===== src/rtl/if_id_stage.sv =====
// Fetch stage and IF/ID pipeline register: PC ownership, load-use hazard
// detection, branch flush, memory-stall freeze and saturating event counters.
module if_id_stage #(
  parameter logic [31:0] RESET_PC  = 32'h0000_0000,
  parameter logic [31:0] NOP_INSTR = 32'h0000_0013,
  parameter int unsigned CNT_W     = 16
) (
  input  logic             clk_i,
  input  logic             rst_i,
  output logic [31:0]      instr_addr_o,
  input  logic [31:0]      instr_i,
  input  logic             MemStall_i,
  input  logic             Branch_i,
  input  logic [31:0]      branch_target_i,
  input  logic             IDEX_MemRead_i,
  input  logic [4:0]       IDEX_RDaddr_i,
  output logic [31:0]      pc_o,
  output logic [31:0]      instruction_o,
  output logic             valid_o,
  output logic             NoOp_o,
  output logic [CNT_W-1:0] load_use_cnt_o,
  output logic [CNT_W-1:0] flush_cnt_o
);

  logic [31:0] pc_q;
  logic        hazard;
  logic        rs1_hit;
  logic        rs2_hit;
  logic        take_branch;

  assign instr_addr_o = pc_q;

  // rs2 is compared for every opcode, so some stalls are conservative.
  assign rs1_hit = (IDEX_RDaddr_i == instruction_o[19:15]);
  assign rs2_hit = (IDEX_RDaddr_i == instruction_o[24:20]);
  assign hazard  = valid_o & IDEX_MemRead_i & (IDEX_RDaddr_i != 5'd0) & (rs1_hit | rs2_hit);
  assign NoOp_o  = hazard;

  assign take_branch = Branch_i & valid_o;

  always_ff @(posedge clk_i or negedge rst_i) begin
    if (!rst_i) begin
      pc_q           <= RESET_PC;
      pc_o           <= '0;
      instruction_o  <= NOP_INSTR;
      valid_o        <= 1'b0;
      load_use_cnt_o <= '0;
      flush_cnt_o    <= '0;
    end else if (MemStall_i) begin
      // Full freeze; hazard and branch re-evaluate once the stall lifts.
    end else if (hazard) begin
      if (load_use_cnt_o != '1) load_use_cnt_o <= load_use_cnt_o + 1'b1;
    end else if (take_branch) begin
      pc_q          <= branch_target_i;
      pc_o          <= pc_q;
      instruction_o <= NOP_INSTR;
      valid_o       <= 1'b0;
      if (flush_cnt_o != '1) flush_cnt_o <= flush_cnt_o + 1'b1;
    end else begin
      pc_q          <= pc_q + 32'd4;
      pc_o          <= pc_q;
      instruction_o <= instr_i;
      valid_o       <= 1'b1;
    end
  end

endmodule


===== config.mk =====
export PLATFORM = sky130hd
export DESIGN_NAME = if_id_stage
export DESIGN_NICKNAME = d
export VERILOG_FILES = /design/src/rtl/if_id_stage.sv
export SDC_FILE = /design/constraint.sdc
export NUM_CORES = 1
export LEC_CHECK = 0
export CAP_MARGIN = 25
export CORE_MARGIN = 2
export CORE_UTILIZATION = 43
export CTS_BUF_LIST = sky130_fd_sc_hd__clkbuf_4 sky130_fd_sc_hd__clkbuf_8
export DETAILED_ROUTE_END_ITERATION = 6
export PLACE_DENSITY = 0.84
export SYNTH_ARGS = -nofsm -noshare
export SYNTH_HDL_FRONTEND = slang
export SYNTH_SLANG_ARGS = --single-unit

===== constraint.sdc =====
create_clock -name clk_i -period 1.85 [get_ports clk_i]
set_input_delay 0.2775 -clock clk_i [delete_from_list [all_inputs] [get_ports clk_i]]
set_output_delay 0.2775 -clock clk_i [all_outputs]
set_load 0.01 [all_outputs]

# ---- After elaboration in Yosys (flattened, before gate mapping)
# Cells that the tools add are included.
dict set report op_classes {
  add_sub_neg 3
  multipliers 0
  n_div 0
  order_cmp 0
  eq_ne 4
  shift 0
  n_mux 3
  bitwise_logic 7
  reduce_logical 4
}
# op n
set ops {}
lappend ops {{2-to-1 mux 32 bit} 2}
lappend ops {{adder 16 x 1 -> 16 bit (second input constant)} 2}
lappend ops {{adder 32 x 3 -> 32 bit (second input constant)} 1}
lappend ops {{!= test 16 bit (second input constant)} 2}
lappend ops {{== test 5 bit} 2}
lappend ops {{nonzero test 5 bit} 1}
lappend ops {{AND 1 bit} 4}
lappend ops {{AND reduction 4 bit} 1}
lappend ops {{AND reduction 3 bit} 1}
lappend ops {{inverter 1 bit} 2}
lappend ops {{AND reduction 2 bit} 1}
lappend ops {{2-to-1 mux 1 bit} 1}
lappend ops {{bitwise OR 1 bit} 1}
dict set report totals {
  reg_bits 129
  latchBits 0
  ram_bits 0
  mem_bits_ro 0
  output_inout_bits 130
  word_cells 27
  n_memories 0
}

# ---- Longest topological paths before layout
dict set report depth {
  depth_word 5
  depth_mapped 9
}

# ---- Worst setup path after synthesis
# No wires, ideal clock.
dict set report synth_path {
  kind {in2reg}
  startpoint {input port IDEX_RDaddr_i[0]}
  endpoint {register pc_q[0] (netlist: instr_addr_o[0])}
  setup_ns 0.125
  arrival_ns 1.866
  required_time_ns 1.725
  setup_slack_ns -0.141
  path_stages 7
  path_buffers 1
  path_cell_list {or4_1 > o211ai_2 > inv_2 > a21o_1 > buf_6 > nor2_1 > mux2_2}
}
dict set report synth_via {
  elab_chain_len 5
}
# element line
set synth_lines {}
lappend synth_lines {{from (decl)} 16} ;# input logic [4:0] IDEX_RDaddr_i,
lappend synth_lines {{== test 5 bit, or another cell as far along} 34} ;# assign rs1_hit = (IDEX_RDaddr_i == instruction_o[19:15]);
lappend synth_lines {{bitwise OR 1 bit / AND 1 bit (equally long branches)} 36} ;# assign hazard = valid_o & IDEX_MemRead_i & (IDEX_RDaddr_i != 5'd0) & (rs1_hit | rs2_hit);
lappend synth_lines {{AND 1 bit (*)} 36}
lappend synth_lines {{inverter 1 bit (no source line) (*)} n/a}
lappend synth_lines {{AND reduction 2 bit (no source line) (*)} n/a}
lappend synth_lines {{to (signal assigned)} 54} ;# pc_q <= branch_target_i;
lappend synth_lines {{to (signal assigned)} 60} ;# pc_q <= pc_q + 32'd4;
lappend synth_lines {{to (decl)} 25} ;# logic [31:0] pc_q;
# Mark *: on every way between the ends. The rest lies on a longest branch, timed or not.
# A chain may end at the register's enable or synchronous reset.

# ---- Final worst setup path
dict set report layout_path {
  startpoint {register instruction_o[19]}
  endpoint {register instruction_o[17]}
}
dict set report layout_via {
  elab_chain_len 5
}
# element line
set layout_lines {}
lappend layout_lines {{from (decl)} 18} ;# output logic [31:0] instruction_o,
lappend layout_lines {{from (signal assigned)} 62} ;# instruction_o <= instr_i;
lappend layout_lines {{== test 5 bit} 34}
lappend layout_lines {{bitwise OR 1 bit} 36}
lappend layout_lines {{AND 1 bit} 36}
lappend layout_lines {{inverter 1 bit (no source line)} n/a}
lappend layout_lines {{AND reduction 2 bit (no source line)} n/a}
# No other way between the ends.

==> results.toml <==
[status]
status = "finished with violations"
violations = "negative setup slack"

[sta]
rsz0062_at_grt = "true"
hold_viol = 0
fin_crit_ns = 2.13
setup_viol = 127
fin_ws_ns = -0.279
drv_slew = 0
skew_ns = 0.0148
fmax_mhz = 470
post-route-period-util = 1.15
worst-slew-pin-transition_ns = 0.452
relSlewSlack = 0.698

[route]
drc = 0
vias = 6787
drt_first_pass_iters = 6
wire_per_inst_um = 19.6
drtIter0Drc = 557
viasPerCell = 5.62
routed_wl_um = 23700
drtAntennaViolNets = 0

[finish]
drive_gt1_frac = 0.299
final_area_um2 = 10800
area_delta_synth_final_pct = 77.9
utilization = 0.782
n_antenna_cell = 0
layout.nets = 1093
fin_cells = 1208

[clock_network]
clk_pin_slew_ns = 0.08
root_buffer = "clkbuf_8"
worst_skew_pair.late_latency_ns = 0.45
cts_sinks = 129
cts-buffers-inserted = 17
cts_tree = "built"
cts_max_path_buffers = 2
htreeDepth = 4

[worst_setup_path]
end_kind = "flop"
startpoint = "instruction_o[19]"
rr_endpoint = "instruction_o[17]"
critical_path_class = "flop to flop"
critPathMaxFanout = 11
cp-endpoint = "instruction_o[17]"
cp.arrival_ns = 2.46
worstReg2RegStart = "instruction_o[19]"
r2r_setup_slack_ns = -0.28
r2r_cells = 10
cp-start-kind = "flop"
required_ns = 2.19

[placed_design]
dp.cells = 1139
place_area_um2 = 9170
port_buffers = 203
gp_congestion = 0.913
hpwl_um = 13600

[synth]
synth_seq_area_share = 0.532
synth_nets = 758
synth_ff_type = "dfrtp_1"
ys_seq_elements = 129
synth_area_leaders = "dfrtp_1, nand2_1, nand3_1"
async_flop_share = 1.00
yosys_warnings = 0
synth_area_um2 = 6080
synth-edff-count = 0
synth_top_area_cell = "dfrtp_1"
synth_cell_types = 44
synth_top_cell_area_share = 0.519
synth.most_common_cell = "nand2_1"
syn_inst = 681
avgSynthCellArea_um2 = 8.93
synth_commonest_cells = "nand2_1, dfrtp_1, nand3_1"

[floorplan]
coreArea_um2 = 13800
ios = 204
rows = 43
chipWidth_um = 123
dieArea_um2 = 15100
die_h_um = 123
initial_core_util = 0.440

[global_routing]
grt_pass1_vias = 6753
overflow = 0
grt_max_degree = 47
antenna_found_initial = 0
grt_usage = 0.308
grt_pass1_wl_um = 35500

[power]
powerDensity_nw_per_um2 = 930
p_leak_nw = 4.92
ir_drop_v = 0.000667
power_w = 0.0101

[hold_path]
worstHoldPathType = "input pin to async pin"

[run]
max_cap_viol_count = 0
==> kinds of logic after synthesis <==
family / synth area share
AOI/OAI and AO/OA: 0.109
xor gates and xnor gates: 0.0548
adders and majority gates: 0.00618
buffers and inverters: 0.0342
DFF: 0.532
muxes: 0.0128
and+or+nand+nor: 0.252
==> metrics by stage <==
stage,hold slack (ns),TNS [ns],setup slack (ns)
4_1_cts,0.335,-5.60,-0.147
3_5_place_dp,0.244,-84.77,-0.754
2_1_floorplan,-0.0181,-0.375,-0.0877
6_report,0.336,-19.89,-0.279
5_1_grt,0.361,-25.71,-0.365
3_3_place_gp,0.242,-79.01,-0.723
==> final cells by class <==
cell class	instances	area (µm²)
inverter	10	37.5
multi-input combinational	506	3190
clock inverter	9	106
sequential	129	3240
clock buffer	22	297
fill	825	3010
tap	180	225
timing repair buffer	352	3720
==> state kept, by name, indices dropped and copies added, names as in the netlist <==
register / cells
instr_addr_o: 32
pc_o: 32
load_use_cnt_o: 16
valid_o: 1
flush_cnt_o: 16
instruction_o: 32
==> repair_timing <==
item	CTS	global route
gates resized for setup	162	30
gates cloned	15	0
setup buffers	22	2
pin swaps	63	14
hold buffers	1	0
setup endpoints to repair	126	133
hold endpoints to repair	43	0
==> layout by cell type (no fill, tap or decap), types with 8 or more instances in the layout <==
master and n:
dfrtp_1 121, buf_4 102, xnor2_1 21, a21oi_1 19, o22ai_1 9, xor2_1 16, a21oi_2 23, o21ai_1 9
o21ai_2 9, nand4_1 15, nor2_1 20, buf_6 15, nand3_1 46, inv_1 8, nand2_1 172, clkdlybuf4s50_1 193
buf_12 17, o21ai_0 19, clkbuf_8 21, buf_16 13, nand3_2 15, nand2_2 24, and3_1 8
==> per-layer routing <==
metal | track usage | vias to the layer above | wire length (µm) | part of all wire
met5 | 0 | - | 0 | 0
met4 | 0.147 | 0 | 1060 | 0.045
met3 | 0.0678 | 87 | 1920 | 0.081
met2 | 0.528 | 390 | 11800 | 0.50
met1 | 0.368 | 3287 | 8920 | 0.38
li1 | - | 3023 | - | -
==> report_power, final <==
group / internal (W) / total, W / switching [W]
clock: 0.00134 / 0.00247 / 0.00113
combinational: 0.00207 / 0.00385 / 0.00178
sequential: 0.00332 / 0.00373 / 0.000410
==> worst min path at each step <==
stage / start / end / slack (ns) / cells past startpoint
after floorplan: rst_i / flush_cnt_o[0] / -0.02 / 0
after global placement: rst_i / load_use_cnt_o[8] / 0.24 / 1
after detailed placement: rst_i / load_use_cnt_o[7] / 0.24 / 1
after CTS: rst_i / load_use_cnt_o[7] / 0.33 / 2
after global routing: rst_i / instruction_o[26] / 0.36 / 2
final: rst_i / load_use_cnt_o[7] / 0.34 / 2
==> critical path, stage by stage (launching register included) <==
cell     delay (ns)
dfrtp_1        0.42
xnor2_1        0.27
nand3_1        0.16
o22ai_2        0.22
buf_4          0.22
a21oi_4        0.08
buf_12         0.15
buf_12         0.14
buf_16         0.14
nand3_1        0.13
nand2_1        0.08
No activity file was read; power rests on OpenSTA's default activity.
